--- src/rtl/bilstm_pkg.sv ---
`default_nettype none
// ============================================================================
//  Module      : bilstm_pkg
//  Description : Shared types and constants for the BiLSTM sequence scheduler.
//  Revision    : 1.0 - initial release
// ============================================================================
package bilstm_pkg;

    // Scheduler control states
    typedef enum logic [2:0] {
        ST_IDLE       = 3'd0,
        ST_ISSUE      = 3'd1,
        ST_WAIT_CELL  = 3'd2,
        ST_NEXT       = 3'd3,
        ST_WAIT_STORE = 3'd4,
        ST_FINISH     = 3'd5
    } bilstm_sched_state_t;

    // Cell direction encoding
    localparam logic DIR_FWD = 1'b0;
    localparam logic DIR_BWD = 1'b1;

endpackage
`default_nettype wire

--- src/rtl/bilstm_seq_scheduler_if.sv ---
`default_nettype none
// ============================================================================
//  Module      : bilstm_seq_scheduler_if
//  Description : Control, cell-engine and concat/store signals of the BiLSTM
//                sequence scheduler. master = scheduler, slave = environment.
//  Revision    : 1.0 - initial release
// ============================================================================
interface bilstm_seq_scheduler_if #(
    parameter int SEQ_LEN = 10,
    parameter int DATA_W  = 16
);
    localparam int TS_W = $clog2(SEQ_LEN);

    // layer control
    logic              start;
    logic              busy;
    logic              seq_done;
    logic              err;
    // cell engine
    logic              cell_start;
    logic              cell_dir;
    logic [TS_W-1:0]   cell_timestep;
    logic              cell_state_clear;
    logic              cell_h_valid;
    logic [DATA_W-1:0] cell_h_data;
    logic              cell_done;
    // concat / store
    logic              fwd_valid;
    logic              bwd_valid;
    logic [DATA_W-1:0] forward_out;
    logic [DATA_W-1:0] backward_out;
    logic              bilstm_done;
    logic              store_done;

    modport master (
        input  start, cell_h_valid, cell_h_data, cell_done, store_done,
        output busy, seq_done, err, cell_start, cell_dir, cell_timestep,
               cell_state_clear, fwd_valid, bwd_valid, forward_out,
               backward_out, bilstm_done
    );

    modport slave (
        output start, cell_h_valid, cell_h_data, cell_done, store_done,
        input  busy, seq_done, err, cell_start, cell_dir, cell_timestep,
               cell_state_clear, fwd_valid, bwd_valid, forward_out,
               backward_out, bilstm_done
    );

endinterface
`default_nettype wire

--- src/rtl/bilstm_step_sequencer.sv ---
`default_nettype none
// ============================================================================
//  Module      : bilstm_step_sequencer
//  Description : Step counter for the interleaved F0,B(N-1),F1,B(N-2),...
//                order. Maps the step index to direction, timestep,
//                state-clear and end-of-direction / end-of-sequence flags.
//  Revision    : 1.0 - initial release
// ============================================================================
module bilstm_step_sequencer #(
    parameter  int SEQ_LEN = 10,
    localparam int STEP_W  = $clog2(2 * SEQ_LEN),
    localparam int TS_W    = $clog2(SEQ_LEN)
) (
    input  wire logic            clk,
    input  wire logic            rst,
    input  wire logic            clear,
    input  wire logic            advance,
    input  wire logic            issue,
    output logic                 cell_dir,
    output logic [TS_W-1:0]      cell_timestep,
    output logic                 cell_state_clear,
    output logic                 dir_final,
    output logic                 last_step
);

    localparam logic [STEP_W-1:0] C_LAST_STEP = STEP_W'(2 * SEQ_LEN - 1);
    localparam logic [TS_W-1:0]   C_LAST_TS   = TS_W'(SEQ_LEN - 1);

    logic [STEP_W-1:0] r_step;
    logic [TS_W-1:0]   w_pair;

    // Step counter: cleared on an accepted start, bumped once per finished step
    always_ff @(posedge clk or posedge rst) begin
        if (rst) begin
            r_step <= '0;
        end else if (clear) begin
            r_step <= '0;
        end else if (advance) begin
            r_step <= r_step + STEP_W'(1);
        end
    end

    // Even steps run forward, odd steps run backward; both walk the same pair index
    always_comb begin
        w_pair           = r_step[STEP_W-1:1];
        cell_dir         = r_step[0];
        cell_timestep    = r_step[0] ? (C_LAST_TS - w_pair) : w_pair;
        cell_state_clear = issue && (w_pair == '0);
        dir_final        = (w_pair == C_LAST_TS);
        last_step        = (r_step == C_LAST_STEP);
    end

endmodule
`default_nettype wire

--- src/rtl/bilstm_seq_scheduler.sv ---
`default_nettype none
// ============================================================================
//  Module      : bilstm_seq_scheduler
//  Description : Time-shares one LSTM cell engine between the forward and
//                backward BiLSTM directions, forwards the final hidden vector
//                of each direction to concat/store and reports completion.
//  Revision    : 1.0 - initial release
// ============================================================================
module bilstm_seq_scheduler
    import bilstm_pkg::*;
#(
    parameter int SEQ_LEN      = 10,
    parameter int HIDDEN_UNITS = 100,
    parameter int DATA_W       = 16
) (
    input  wire logic              clk,
    input  wire logic              rst,
    bilstm_seq_scheduler_if.master bus
);

    localparam int TS_W   = $clog2(SEQ_LEN);
    localparam int BEAT_W = $clog2(HIDDEN_UNITS + 1);
    localparam logic [BEAT_W-1:0] C_BEATS = BEAT_W'(HIDDEN_UNITS);

    bilstm_sched_state_t r_state;
    bilstm_sched_state_t w_next_state;

    logic              w_cell_start;
    logic              w_busy;
    logic              w_bilstm_done;
    logic              w_seq_done;
    logic              w_accept;
    logic              w_advance;

    logic              w_cell_dir;
    logic [TS_W-1:0]   w_cell_timestep;
    logic              w_state_clear;
    logic              w_dir_final;
    logic              w_last_step;

    logic [BEAT_W-1:0] r_beat_cnt;
    logic [BEAT_W-1:0] w_beat_total;
    logic              w_in_cell;
    logic              w_beat_room;
    logic              w_beat_take;
    logic              w_forward;
    logic              w_err_evt;

    logic              r_err;
    logic              r_fwd_valid;
    logic              r_bwd_valid;
    logic [DATA_W-1:0] r_forward_out;
    logic [DATA_W-1:0] r_backward_out;

    bilstm_step_sequencer #(
        .SEQ_LEN (SEQ_LEN)
    ) u_step_seq (
        .clk              (clk),
        .rst              (rst),
        .clear            (w_accept),
        .advance          (w_advance),
        .issue            (w_cell_start),
        .cell_dir         (w_cell_dir),
        .cell_timestep    (w_cell_timestep),
        .cell_state_clear (w_state_clear),
        .dir_final        (w_dir_final),
        .last_step        (w_last_step)
    );

    // State register
    always_ff @(posedge clk or posedge rst) begin
        if (rst) begin
            r_state <= ST_IDLE;
        end else begin
            r_state <= w_next_state;
        end
    end

    // Next-state decode and state-driven outputs
    always_comb begin
        w_next_state  = r_state;
        w_cell_start  = 1'b0;
        w_busy        = 1'b1;
        w_bilstm_done = 1'b0;
        w_seq_done    = 1'b0;
        w_accept      = 1'b0;
        w_advance     = 1'b0;
        case (r_state)
            ST_IDLE: begin
                w_busy = 1'b0;
                if (bus.start) begin
                    w_accept     = 1'b1;
                    w_next_state = ST_ISSUE;
                end
            end
            ST_ISSUE: begin
                w_cell_start = 1'b1;
                w_next_state = ST_WAIT_CELL;
            end
            ST_WAIT_CELL: begin
                if (bus.cell_done) begin
                    w_next_state = ST_NEXT;
                end
            end
            ST_NEXT: begin
                if (w_last_step) begin
                    w_next_state = ST_WAIT_STORE;
                end else begin
                    w_advance    = 1'b1;
                    w_next_state = ST_ISSUE;
                end
            end
            ST_WAIT_STORE: begin
                w_bilstm_done = 1'b1;
                if (bus.store_done) begin
                    w_next_state = ST_FINISH;
                end
            end
            ST_FINISH: begin
                w_seq_done   = 1'b1;
                w_next_state = ST_IDLE;
            end
            default: begin
                w_busy       = 1'b0;
                w_next_state = ST_IDLE;
            end
        endcase
    end

    // Beat accounting and protocol-error detection; the count saturates at
    // HIDDEN_UNITS so surplus beats are flagged and never forwarded
    always_comb begin
        w_in_cell    = (r_state == ST_WAIT_CELL);
        w_beat_room  = (r_beat_cnt != C_BEATS);
        w_beat_take  = w_in_cell && bus.cell_h_valid && w_beat_room;
        w_beat_total = r_beat_cnt + BEAT_W'(w_beat_take);
        w_forward    = w_beat_take && w_dir_final;
        w_err_evt    = (!w_in_cell && (bus.cell_done || bus.cell_h_valid))
                    || ((r_state != ST_WAIT_STORE) && bus.store_done)
                    || (w_in_cell && bus.cell_h_valid && !w_beat_room)
                    || (w_in_cell && bus.cell_done && (w_beat_total != C_BEATS));
    end

    // Beat counter: restarts for every sequence and between steps
    always_ff @(posedge clk or posedge rst) begin
        if (rst) begin
            r_beat_cnt <= '0;
        end else if (w_accept || (r_state == ST_NEXT)) begin
            r_beat_cnt <= '0;
        end else if (w_beat_take) begin
            r_beat_cnt <= w_beat_total;
        end
    end

    // Sticky error flag; an accepted start opens a clean sequence
    always_ff @(posedge clk or posedge rst) begin
        if (rst) begin
            r_err <= 1'b0;
        end else if (w_accept) begin
            r_err <= w_err_evt;
        end else if (w_err_evt) begin
            r_err <= 1'b1;
        end
    end

    // One-cycle registered forwarding of the final hidden vector per direction
    always_ff @(posedge clk or posedge rst) begin
        if (rst) begin
            r_fwd_valid    <= 1'b0;
            r_bwd_valid    <= 1'b0;
            r_forward_out  <= '0;
            r_backward_out <= '0;
        end else begin
            r_fwd_valid <= w_forward && (w_cell_dir == DIR_FWD);
            r_bwd_valid <= w_forward && (w_cell_dir == DIR_BWD);
            if (w_forward && (w_cell_dir == DIR_FWD)) begin
                r_forward_out <= bus.cell_h_data;
            end
            if (w_forward && (w_cell_dir == DIR_BWD)) begin
                r_backward_out <= bus.cell_h_data;
            end
        end
    end

    assign bus.busy             = w_busy;
    assign bus.seq_done         = w_seq_done;
    assign bus.err              = r_err;
    assign bus.cell_start       = w_cell_start;
    assign bus.cell_dir         = w_cell_dir;
    assign bus.cell_timestep    = w_cell_timestep;
    assign bus.cell_state_clear = w_state_clear;
    assign bus.fwd_valid        = r_fwd_valid;
    assign bus.bwd_valid        = r_bwd_valid;
    assign bus.forward_out      = r_forward_out;
    assign bus.backward_out     = r_backward_out;
    assign bus.bilstm_done      = w_bilstm_done;

endmodule
`default_nettype wire

--- src/flat_wrapper.sv ---
// flat-port wrapper written by rule: the top's interface ports become plain ports
module bilstm_seq_scheduler_flat import bilstm_pkg::*;
#(
    parameter int SEQ_LEN      = 10,
    parameter int HIDDEN_UNITS = 100,
    parameter int DATA_W       = 16
)
  (clk, rst, bus_start, bus_cell_h_valid, bus_cell_h_data, bus_cell_done, bus_store_done, bus_busy, bus_seq_done, bus_err, bus_cell_start, bus_cell_dir, bus_cell_timestep, bus_cell_state_clear, bus_fwd_valid, bus_bwd_valid, bus_forward_out, bus_backward_out, bus_bilstm_done);
  bilstm_seq_scheduler_if #(.SEQ_LEN(SEQ_LEN), .DATA_W(DATA_W)) bus_i ();
  input  wire logic clk;
  input  wire logic rst;
  input wire logic [$bits(bus_i.start)-1:0] bus_start;
  input wire logic [$bits(bus_i.cell_h_valid)-1:0] bus_cell_h_valid;
  input wire logic [$bits(bus_i.cell_h_data)-1:0] bus_cell_h_data;
  input wire logic [$bits(bus_i.cell_done)-1:0] bus_cell_done;
  input wire logic [$bits(bus_i.store_done)-1:0] bus_store_done;
  output wire logic [$bits(bus_i.busy)-1:0] bus_busy;
  output wire logic [$bits(bus_i.seq_done)-1:0] bus_seq_done;
  output wire logic [$bits(bus_i.err)-1:0] bus_err;
  output wire logic [$bits(bus_i.cell_start)-1:0] bus_cell_start;
  output wire logic [$bits(bus_i.cell_dir)-1:0] bus_cell_dir;
  output wire logic [$bits(bus_i.cell_timestep)-1:0] bus_cell_timestep;
  output wire logic [$bits(bus_i.cell_state_clear)-1:0] bus_cell_state_clear;
  output wire logic [$bits(bus_i.fwd_valid)-1:0] bus_fwd_valid;
  output wire logic [$bits(bus_i.bwd_valid)-1:0] bus_bwd_valid;
  output wire logic [$bits(bus_i.forward_out)-1:0] bus_forward_out;
  output wire logic [$bits(bus_i.backward_out)-1:0] bus_backward_out;
  output wire logic [$bits(bus_i.bilstm_done)-1:0] bus_bilstm_done;
  assign bus_i.start = bus_start;
  assign bus_i.cell_h_valid = bus_cell_h_valid;
  assign bus_i.cell_h_data = bus_cell_h_data;
  assign bus_i.cell_done = bus_cell_done;
  assign bus_i.store_done = bus_store_done;
  assign bus_busy = bus_i.busy;
  assign bus_seq_done = bus_i.seq_done;
  assign bus_err = bus_i.err;
  assign bus_cell_start = bus_i.cell_start;
  assign bus_cell_dir = bus_i.cell_dir;
  assign bus_cell_timestep = bus_i.cell_timestep;
  assign bus_cell_state_clear = bus_i.cell_state_clear;
  assign bus_fwd_valid = bus_i.fwd_valid;
  assign bus_bwd_valid = bus_i.bwd_valid;
  assign bus_forward_out = bus_i.forward_out;
  assign bus_backward_out = bus_i.backward_out;
  assign bus_bilstm_done = bus_i.bilstm_done;
  bilstm_seq_scheduler #(.SEQ_LEN(SEQ_LEN), .HIDDEN_UNITS(HIDDEN_UNITS), .DATA_W(DATA_W)) u_core (.clk(clk), .rst(rst), .bus(bus_i));
endmodule
--- config.mk ---
export PLATFORM = sky130hd
export DESIGN_NAME = bilstm_seq_scheduler_flat
export DESIGN_NICKNAME = d
export VERILOG_FILES = /design/src/rtl/bilstm_pkg.sv /design/src/rtl/bilstm_seq_scheduler_if.sv /design/src/rtl/bilstm_step_sequencer.sv /design/src/rtl/bilstm_seq_scheduler.sv /design/src/flat_wrapper.sv
export SDC_FILE = /design/constraint.sdc
export NUM_CORES = 1
export LEC_CHECK = 0
export ABC_AREA = 0
export ABC_CLOCK_PERIOD_IN_PS = 2800
export CAP_MARGIN = 30
export CORE_MARGIN = 4
export CORE_UTILIZATION = 40
export CTS_CLUSTER_DIAMETER = 100
export DETAILED_ROUTE_END_ITERATION = 7
export PLACE_DENSITY_LB_ADDON = 0.2
export SLEW_MARGIN = 30
export SYNTH_ARGS = -nofsm -noshare
export SYNTH_HDL_FRONTEND = slang
export SYNTH_SLANG_ARGS = --single-unit
export TNS_END_PERCENT = 10
--- constraint.sdc ---
create_clock -name clk -period 2.8 [get_ports clk]
set_input_delay 0.42 -clock clk [delete_from_list [all_inputs] [get_ports clk]]
set_output_delay 0.42 -clock clk [all_outputs]
set_load 0.01 [all_outputs]
==> results.yml <==
min_path:
  min_path_type: "reg2reg"
  hold_depth: 1
  min_from: "u_core.bus.backward_out[14]"
clock_tree:
  postCtsSetupRepairBufs: 0
  hold_buffers: 0
  cts.clk_slew.worst_paths_ps: 90
  cts_root_buf: "clkbuf_8"
  clock_sinks: 50
  cts_resized: 0
  clkLatencyLatePin_ps: 300
  htree_levels: 2
  cts_tree: "done"
  cts_buffers: 5
  cts_buffer_depth: 2
critical_path:
  worstSetupEndpointType: "register"
  critPathSlowestCell: "clkdlybuf4s50_1"
  crit_buf_inv: 2
  crit_arrival_ps: 2610
  cp_max_fo: 3
  crit_family: "simple AND/OR/NAND/NOR gates"
  required_ps: 2990
  crit_type: "in2reg"
  startpoint: "bus_cell_h_valid"
  cp.depth: 10
  r2r-start: "u_core.r_beat_cnt[2]"
  startpoint_type: "input port"
  crit_chain: "clkdlybuf4s50_1 > nand4bb_1 > a21o_2 > inv_2 > ha_1 > ha_1 > nand3_1 > or2_2 > and3_1 > a211o_1"
  r2r_cells: 9
  crit_path_frequent_cell: "ha_1"
  max_stage_delay_ps: 510
synth:
  yosys.area.top_type: "dfrtp_1"
  syn_area_um2: 2370
  synth_seq_cells: 50
  async_flop_share_pct: 100
  synthCells: 193
  yosys-top-cells-area: "dfrtp_1, mux2_2, mux2_4"
  synth_warnings: 0
  yosysSeqAreaShare_pct: 52.9
  synth.avg_cell_area_um2: 12.3
  ys_types: 43
  synth.net_count: 220
  synth_edf_count: 0
  synth_top_area_share_pct: 52.9
  ys.flop_type: "dfrtp_1"
cells_and_area:
  layout.area.seq_um2: 1250
  fin_util_pct: 57.2
  fill_cells: 507
  diodes: 0
  fin_nets: 291
  drive_gt1_share_pct: 20.8
  syn2layout_area_growth_pct: 35.5
  multi_input_area_um2: 1030
floorplan:
  die_h_um: 84.9
  floorplan.initialDensity_pct: 42.2
  die_area_um2: 7210
  core.rowCount: 27
  ioPinCount: 67
  core_area_um2: 5610
  die_x_um: 84.9
timing:
  hold_viol: 0
  clock.fmax_mhz: 413
  rsz0062_at_grt: "no"
  setup_tns_ps: 0
  worst_clock_skew_ps: 7.22
  worst_slew_pin_slew_ps: 604
  drv_slew: 0
  slew_headroom_pct: 59.7
  post-route-period-util_pct: 86.4
  setup_viol: 0
  period_needed_ps: 2420
detailed_routing:
  wl_um: 4920
  ant_nets: 0
  vias: 1699
  first_pass_iters: 4
  drc: 0
  wl_per_cell_um: 14.6
  vias_per_cell: 5.06
  drt_first_iter_violations: 89
place:
  io_buffers: 66
  gp_congestion: 0.768
  dp_hpwl_um: 3540
power:
  leakagePower_nw: 1.49
  ir_worst_vdd_mv: 0.345
  p_per_area_nw_per_um2: 599
grt:
  antenna_found_initial: 0
  grt_pass1_wl_um: 8450
  grt.overflow.total: 0
  grt_pass1_vias: 1764
  grt_max_degree: 51
  track_usage_pct: 14.5
outcome:
  status: "complete, no violations"
job:
  drv_cap: 0
==> flip-flops by register name, indices dropped and copies added (netlist names) <==
| register | count |
|---|---|
| u_core.bus.err | 1 |
| u_core.bus.fwd_valid | 1 |
| u_core.bus.backward_out | 16 |
| u_core.r_state | 3 |
| u_core.bus.forward_out | 16 |
| u_core.u_step_seq.r_step | 5 |
| u_core.bus.bwd_valid | 1 |
| u_core.r_beat_cnt | 7 |
==> worst paths after layout <==
kind | endpoint | slack, ps
max | u_core.r_beat_cnt[6] | 380
min | u_core.bus.backward_out[14] | 510
max reg2reg | u_core.r_beat_cnt[6] | 530
min reg2reg | u_core.bus.backward_out[14] | 510
max in group asynchronous | u_core.r_beat_cnt[2] | 1810
min in group asynchronous | u_core.bus.forward_out[14] | 590
==> area by class of cell <==
cell class              instances  area share [%]
flip-flops and latches         50            39.0
multi-input cells             126            32.0
repair buffers                 74            22.9
well taps                      72            2.81
clock buffers                   6            2.26
inverters                       7           0.819
clock inverters                 1           0.234
==> cell families after synthesis <==
logic type	after synthesis	synth area share (%)
xor+xnor	7	2.59
mux	32	16.6
compound gates	25	7.88
flops	50	52.9
buf+inv	17	3.80
simple gates	57	13.6
fa+ha+maj	5	2.64
==> synth_stat cells (2+ instances only) <==
cell type   n
xnor2_1     5
nor2_1     10
nor4b_1     2
nand2b_1    4
mux2_2     23
and3_1      5
inv_1       6
dfrtp_1    50
nand3_1     6
o22a_1      2
nor3_1      7
mux2_4      9
buf_4       2
a22o_1      2
and3b_1     2
or2_2       2
clkbuf_1    4
ha_1        5
a21oi_1     8
nand2_1    14
xor2_1      2
a211o_1     2
==> metal layers <==
| layer | vias to the layer above | global-route usage (%) | wire, um |
|---|---|---|---|
| met5 | - | 0 | 0 |
| met4 | 0 | 5.18 | 71 |
| met3 | 7 | 6.21 | 442 |
| met2 | 51 | 23.0 | 2270 |
| met1 | 818 | 17.7 | 2130 |
| li1 | 823 | - | - |
==> power breakdown <==
group / switching (W) / total [W] / internal, W
logic: 0.000322 / 0.000676 / 0.000354
registers: 0.0000639 / 0.000850 / 0.000786
clock network: 0.000223 / 0.000394 / 0.000172
==> cell usage in the layout, fill, tap and decap left out, drive strengths merged, types with 6 or more instances in the layout <==
master,n
buf,8
nor2,10
nand2,14
a21oi,8
clkdlybuf4s50,66
nand3,6
dfrtp,50
inv,7
clkbuf,6
nor3,8
mux2,32
==> per-stage QoR <==
stage	hold slack, ps	total power, W	cell area (um^2)	cells	setup slack (ps)
3_5_place_dp	495	0.00154	3130	329	89.1
4_1_cts	516	0.00195	3210	336	388
2_1_floorplan	490	0.00126	2370	193	543
3_3_place_gp	489	0.00154	3130	329	124
5_1_grt	530	0.00205	3210	336	238
6_report	513	0.00192	3210	336	380
==> worst register-to-register path, cell delays in order, from the launching register on <==
cell     delay [ps]
dfrtp_1         440
nor4b_1         180
a21o_2          230
inv_2            50
ha_1            180
ha_1            200
nand3_1         120
or2_2           320
and3_1          180
a211o_1         260
(Power assumes the default switching activity.)
